[config.mk]
export PLATFORM = sky130hd
export DESIGN_NAME = seg_display_driver
export DESIGN_NICKNAME = d
export VERILOG_FILES = /design/src/rtl/seg_display_driver.sv
export SDC_FILE = /design/constraint.sdc
export NUM_CORES = 1
export LEC_CHECK = 0
export ABC_AREA = 1
export BUFFER_PORTS_ARGS = -buffer_cell sky130_fd_sc_hd__buf_2
export CAP_MARGIN = 20
export CORE_MARGIN = 1
export CORE_UTILIZATION = 50
export CTS_BUF_LIST = sky130_fd_sc_hd__clkbuf_4 sky130_fd_sc_hd__clkbuf_8 sky130_fd_sc_hd__clkbuf_16
export CTS_CLUSTER_DIAMETER = 150
export DETAILED_ROUTE_END_ITERATION = 16
export HOLD_SLACK_MARGIN = 0.06
export PLACE_DENSITY_LB_ADDON = 0.15
export SYNTH_ARGS = -nofsm -noshare
export SYNTH_HDL_FRONTEND = slang
export SYNTH_SLANG_ARGS = --single-unit
[constraint.sdc]
create_clock -name clk -period 2.95 [get_ports clk]
set_input_delay 0.295 -clock clk [delete_from_list [all_inputs] [get_ports clk]]
set_output_delay 0.295 -clock clk [all_outputs]
set_load 0.02 [all_outputs]
[src/rtl/seg_display_driver.sv]
// N-digit seven-segment driver: sequential double-dabble BIN->BCD plus time-multiplexed scan.
// Optional leading-zero blanking when SEG_DISPLAY_LZB_EN is defined.
module seg_display_driver #(
    parameter int DIGITS      = 4,
    parameter int BIN_W       = 14,
    parameter int REFRESH_DIV = 100000
) (
    input  logic              clk,
    input  logic              rst,
    input  logic [BIN_W-1:0]  bin_in,
    input  logic              load,
    output logic              busy,
    output logic              done,
    output logic              overflow,
    output logic [DIGITS-1:0] control_pins,
    output logic [6:0]        display_pins
);
    localparam int NIB   = DIGITS + 1;
    localparam int BCD_W = 4 * NIB;
    localparam int CNT_W = $clog2(BIN_W + 1);
    localparam int PRE_W = $clog2(REFRESH_DIV);
    localparam int IDX_W = (DIGITS > 1) ? $clog2(DIGITS) : 1;

    typedef enum logic [1:0] {IDLE, CONVERT, COMMIT} state_t;

    state_t                state;
    logic [BIN_W-1:0]      shift_bin;
    logic [BCD_W-1:0]      scratch;
    logic [CNT_W-1:0]      iter;
    logic [4*DIGITS-1:0]   disp_bcd;
    logic [BCD_W-1:0]      adj;
    logic [BCD_W-1:0]      next_scratch;
    logic [BIN_W-1:0]      next_bin;

    logic [PRE_W-1:0]      presc;
    logic [IDX_W-1:0]      idx;
    logic                  lit;
    logic                  wrap;
    logic [6:0]            seg_next;

    function automatic logic [6:0] decode(input logic [3:0] d);
        case (d)
            4'd0:    decode = 7'h40;
            4'd1:    decode = 7'h79;
            4'd2:    decode = 7'h24;
            4'd3:    decode = 7'h30;
            4'd4:    decode = 7'h19;
            4'd5:    decode = 7'h12;
            4'd6:    decode = 7'h02;
            4'd7:    decode = 7'h78;
            4'd8:    decode = 7'h00;
            4'd9:    decode = 7'h10;
            default: decode = 7'h7F;
        endcase
    endfunction

    // One double-dabble iteration: correct every nibble, then shift {bcd, bin}.
    always_comb begin
        adj = scratch;
        for (int unsigned n = 0; n < NIB; n++) begin
            if (adj[4*n +: 4] >= 4'd5)
                adj[4*n +: 4] = adj[4*n +: 4] + 4'd3;
        end
        {next_scratch, next_bin} = {adj, shift_bin} << 1;
    end

    always_ff @(posedge clk or posedge rst) begin
        if (rst) begin
            state     <= IDLE;
            shift_bin <= '0;
            scratch   <= '0;
            iter      <= '0;
            disp_bcd  <= '0;
            busy      <= 1'b0;
            done      <= 1'b0;
            overflow  <= 1'b0;
        end else begin
            done <= 1'b0;
            case (state)
                IDLE: begin
                    if (load) begin
                        shift_bin <= bin_in;
                        scratch   <= '0;
                        iter      <= '0;
                        busy      <= 1'b1;
                        state     <= CONVERT;
                    end
                end
                CONVERT: begin
                    scratch   <= next_scratch;
                    shift_bin <= next_bin;
                    iter      <= iter + 1'b1;
                    if (iter == CNT_W'(BIN_W - 1))
                        state <= COMMIT;
                end
                COMMIT: begin
                    busy  <= 1'b0;
                    done  <= 1'b1;
                    state <= IDLE;
                    if (scratch[BCD_W-1 -: 4] != 4'd0) begin
                        overflow <= 1'b1;
                    end else begin
                        overflow <= 1'b0;
                        disp_bcd <= scratch[4*DIGITS-1:0];
                    end
                end
                default: state <= IDLE;
            endcase
        end
    end

    assign wrap = (presc == PRE_W'(REFRESH_DIV - 1));

    always_comb begin
        seg_next = decode(disp_bcd[4*idx +: 4]);
`ifdef SEG_DISPLAY_LZB_EN
        begin
            logic nz_above;
            nz_above = 1'b0;
            for (int unsigned n = 0; n < DIGITS; n++) begin
                if (IDX_W'(n) >= idx && disp_bcd[4*n +: 4] != 4'd0)
                    nz_above = 1'b1;
            end
            if (idx != '0 && !nz_above)
                seg_next = 7'h7F;
        end
`endif
        if (overflow)
            seg_next = 7'h3F;
    end

    // The first wrap only enables the pins; the index starts advancing from the next wrap,
    // so digit 0 is the first one lit after reset.
    always_ff @(posedge clk or posedge rst) begin
        if (rst) begin
            presc        <= '0;
            idx          <= '0;
            lit          <= 1'b0;
            control_pins <= '1;
            display_pins <= 7'h7F;
        end else begin
            if (wrap) begin
                presc <= '0;
                lit   <= 1'b1;
                if (lit)
                    idx <= (idx == IDX_W'(DIGITS - 1)) ? '0 : idx + 1'b1;
            end else begin
                presc <= presc + 1'b1;
            end
            if (lit) begin
                control_pins <= ~(DIGITS'(1) << idx);
                display_pins <= seg_next;
            end
        end
    end
endmodule
### Yosys cells after proc, flatten, opt, wreduce, memory -nomap -nowiden

Memories as Yosys holds them, arrays and structs flattened.
Index checks and enable logic that the tools add are counted.

* bits of input ports: 17
* memory bits (read-only): 112
* word-level logic and storage cells: 68
* memories kept: 1
* register bits: 90

Memory list
* (no name shown): depth 16, bits a word 7, read ports 1, clocked after memory_dff 0, write ports 0, RTL line 42 `case (d)`

* bitwise operators: 2
* shifts and indexed selects: 2
* add/subtract/negate cells: 8
* eq/ne operators: 7
* $lt $le $gt $ge: 5
* reductions and logical operators: 9
* mux-type cells: 21

Operator list (count)
* $pmux 20 s2: 1
* $pmux 14 s2: 1
* $ge 4x3->1 const B: 5
* $mux 20: 1
* $mux 4: 5
* $add 17x1->17 const B: 1
* $eq 17x17->1 const B: 1
* $mux 17: 1
* $add 4x2->4 const B: 4
* $shiftx 16x5->4: 1
* $mux 14: 1
* $reduce_and 2->1: 5
* $pmux 4 s2: 1
* $mux 7: 1
* $mux 2: 3
* $add 4x1->4 const B: 1
* $eq 2x2->1 const B: 2
* $eq 4x4->1 const B: 1
* $ne 2x2->1 const B: 2
* $not 4->4: 1
* $pmux 2 s2: 1
* $reduce_bool 2->1: 2
* $reduce_bool 4->1: 1
* $shl 1x2->4 const A: 1
* other kinds (8): 10

### Depth between registers and ports, before layout

* depth in word-level cells: 3
* gate-level depth with buffers: 14

### Worst setup path before layout

OpenSTA, ideal clock, no wires.

* path type: register to register
* from: reg idx[0]
* to: reg display_pins[3]
* required time: 2883 ps
* clock period less this slack: 1608 ps
* arrival time: 1541 ps
* cell stages (with the launch flop): 13
* path slack: 1342 ps
* path buffers: 2
* cells stage by stage: dfrtp_1 -> buf_6 -> inv_4 -> buf_8 -> nand2_1 -> nand3_1 -> nand2_2 -> ha_1 -> nand3_1 -> nand2_1 -> nor2_1 -> nor2_1 -> nor2_1

* word-level cells in the longest chain between the ends: 3

Ends and longest elaborated chain
* start, declared: RTL line 36 `logic [IDX_W-1:0] idx;`
* start signal, assigned: RTL line 146 `idx <= (idx == IDX_W'(DIGITS - 1)) ? '0 : idx + 1'b1;`
* $shiftx 16x5->4: RTL line 115 `seg_next = decode(disp_bcd[4*idx +: 4]);`
* $mem_v2 16x7
* $mux 7: RTL line 128 `if (overflow)`
* end signal, assigned: RTL line 152 `display_pins <= seg_next;`
* end, declared: RTL line 16 `output logic [6:0] display_pins`

Every way passes these cells.
A chain may end at the register's enable or synchronous reset.

### Final worst setup path

* from: reg state[0]
* to: reg shift_bin[1]

* word-level cells in the longest chain between the ends: 3
* elaborated cells between the ends (all ways): 6

Ends and longest elaborated chain
* start, declared: RTL line 26 `state_t state;`
* start signal, assigned: RTL line 69 `state <= IDLE;`
* start signal, assigned: RTL line 86 `state <= CONVERT;`
* start signal, assigned: RTL line 94 `state <= COMMIT;`
* $eq 2x1->1 or $logic_not 2->1 (tied branches): RTL line 79 `case (state)`
* $reduce_bool 2->1 (no source line) or $ne 2x2->1 (tied branches)
* $reduce_and 2->1 (no source line)
* end signal, assigned: RTL line 82 `shift_bin <= bin_in;`
* end signal, assigned: RTL line 91 `shift_bin <= next_bin;`
* end, declared: RTL line 27 `logic [BIN_W-1:0] shift_bin;`

Parallel ways exist; a longest one is shown, timed or not.

==> flow_summary.json <==
{
  "firstDrtPassIters": 4,
  "holdWs_ps": 176,
  "finalNonFillerCells": 685,
  "drv_slew": 0,
  "cp.required_ps": 3210,
  "finalCritPeriodShare_pct": 64.5,
  "antenna_found_initial": 0,
  "maxCapViolations": 0,
  "multi_input_area_sq_mm": 0.00197,
  "start_util_pct": 52.4,
  "vias_per_cell": 5.17,
  "clk_pin_slew_ps": 90,
  "end_kind": "flip-flop",
  "clock-root-buffer": "clkbuf_8",
  "grt_max_degree": 44,
  "p_leak_nw": 2.59,
  "rows": 34,
  "dr_total_vias": 3542,
  "fp.dieW_microns": 98.0,
  "synth.largest_area_cell": "dfrtp_1",
  "synthesis.nets": 581,
  "hpwl_mm": 6.16,
  "max_freq_mhz": 526,
  "slew-limit-headroom_pct": 52.1,
  "p_per_area_mw_per_mm2": 791,
  "ys_seq_area_share_pct": 49.1,
  "postLayoutSetupSlackWorst_ps": 1050,
  "synth_async_sr_flop_share_pct": 100,
  "cts_resized": 0,
  "drc_errors": 0,
  "finalSetupTns_ps": 0,
  "numPortBuffers": 30,
  "grt_pass1_wl_mm": 15.8,
  "clockBufferDepth": 2,
  "wl_per_cell_microns": 12.7,
  "rsz0062_at_grt": "false",
  "fin_util_pct": 58.1,
  "clock_skew_ps": 10.9,
  "finalHoldViolCount": 0,
  "min_period_ps": 1900,
  "synth_seq_cells": 90,
  "ant_nets": 0,
  "dieHeight_microns": 98.0,
  "placed_cells": 668,
  "cp.arrival_ps": 2160,
  "synthFlopType": "dfrtp_1",
  "setup_violations": 0,
  "num_antenna_cells": 0,
  "grt.total_usage_pct": 20.2,
  "area_delta_synth_final_pct": 11.0,
  "place_ws_ps": 1000,
  "drt_iter0_drc": 187,
  "die-area_sq_mm": 0.00961,
  "status": "finished clean",
  "synth_cell_type_count": 35,
  "path_max_fanout": 21,
  "num_io_pins": 31,
  "worst_setup_path_start_kind": "flip-flop",
  "nets": 613,
  "overflow": 0,
  "post_dp_cell_area_sq_mm": 0.00486,
  "htree_levels": 3,
  "syn_inst": 540,
  "tritoncts": "yes",
  "globalplace.congestion": 0.901,
  "coreArea_sq_mm": 0.00881,
  "crit_type": "reg2reg",
  "clock_sinks": 90,
  "post_cts_buffers": 0,
  "n_fill_cell": 814,
  "drive_above_1_share_pct": 14.7,
  "ys_top_cells_by_count": "nand2_1 (101), dfrtp_1 (79), inv_1 (73)",
  "worst_slew_pin_slew_ps": 718,
  "synth_edf_count": 0,
  "peakVddDrop_mv": 0.364,
  "yosysWarnings": 0,
  "avgSynthCellArea_sq_um": 8.54,
  "seq_area_sq_mm": 0.00227,
  "syn_area_sq_mm": 0.00461,
  "hold_path_class": "in2reg",
  "design_area_sq_mm": 0.00512,
  "finalPower_mw": 4.05,
  "synth_area_leaders": "dfrtp_1 (43%), nand2_1 (8.2%), o21ai_0 (7.4%), ha_1 (6.5%), dfstp_2 (6.3%)",
  "grt_pass1_vias": 3516,
  "insertion_delay_ps": 350,
  "synth_top_area_share_pct": 42.9,
  "routed_wl_mm": 8.72,
  "synth_most_common_cell": "nand2_1",
  "cts_buffers": 9
}
==> state kept, by name, summed over array words and instances, names as in the netlist <==
signal        flops
shift_bin        14
scratch          20
idx               2
disp_bcd         16
done              1
control_pins      4
iter              4
lit               1
presc            17
display_pins      7
overflow          1
busy              1
state             2
==> layer usage <==
layer / share of wire, % / vias to the layer above / track usage [%]
li1: - / 1805 / -
met1: 49 / 1677 / 26.7
met2: 47 / 49 / 33.5
met3: 2.8 / 11 / 3.65
met4: 1.3 / 0 / 7.23
met5: 0 / - / 0
==> cell families (layout without fill, tap and decap cells) <==
kind of cell	after synthesis	in the layout	synth area share (%)
buffers and inverters	91	128	8.03
adder cells (fa/ha/maj)	24	24	6.51
AND/OR/NAND/NOR	215	215	20.9
flip-flops	90	90	49.1
XOR/XNOR	14	14	2.66
AO/OA/AOI/OAI	106	106	12.7
==> critical path, stage by stage (launching register included) <==
cell and delay (ps):
dfrtp_1 410, nand2_1 520, nand3_1 520, o21ai_0 350
==> layout make-up <==
| class | instances | share of cell area [%] |
|---|---|---|
| sequential | 90 | 44.3 |
| multi-input combinational | 359 | 38.6 |
| inverter | 77 | 5.72 |
| timing repair buffer | 35 | 3.96 |
| clock buffer | 12 | 2.86 |
| tap | 108 | 2.64 |
| clock inverter | 4 | 1.93 |
==> cell usage in the layout, fill, tap and decap left out, drive strengths merged <==
cell	instances
bufinv	3
o211ai	1
a21oi	14
nor4	1
xor2	13
nand4	3
nand3	38
o22ai	6
ha	24
a22oi	10
clkinv	1
nand2	110
o21a	1
dlygate4sd3	1
o32ai	2
inv	77
or2	5
o21ai	68
a31oi	2
buf	34
nor2	55
dfrtp	79
o221ai	2
clkbuf	12
nor3	3
dfstp	11
xnor2	1
==> final timing paths <==
check                                 from              end  slack [ps]  cells after the start
min in group asynchronous              rst      scratch[17]         570                      3
setup / recovery                  state[0]     shift_bin[1]        1050                      3
max in group asynchronous              rst      disp_bcd[1]        1520                      5
hold reg to reg            display_pins[6]  display_pins[6]         470                      2
setup reg to reg                  state[0]     shift_bin[1]        1050                      3
hold / removal                   bin_in[9]     shift_bin[9]         180                      3
==> report_power, final <==
| group | internal, mW | switching, mW | leakage [nW] |
|---|---|---|---|
| Sequential | 1.54 | 0.208 | 1.13 |
| Clock | 0.595 | 0.430 | 0.125 |
| Combinational | 0.483 | 0.790 | 1.33 |
| Total | 2.62 | 1.43 | 2.59 |
==> what timing repair did <==
action,CTS,global route
hold buffers,1,0
endpoints found under the setup margin,0,0
hold endpoints to repair,38,0
Power figures use the tool's default switching activity.
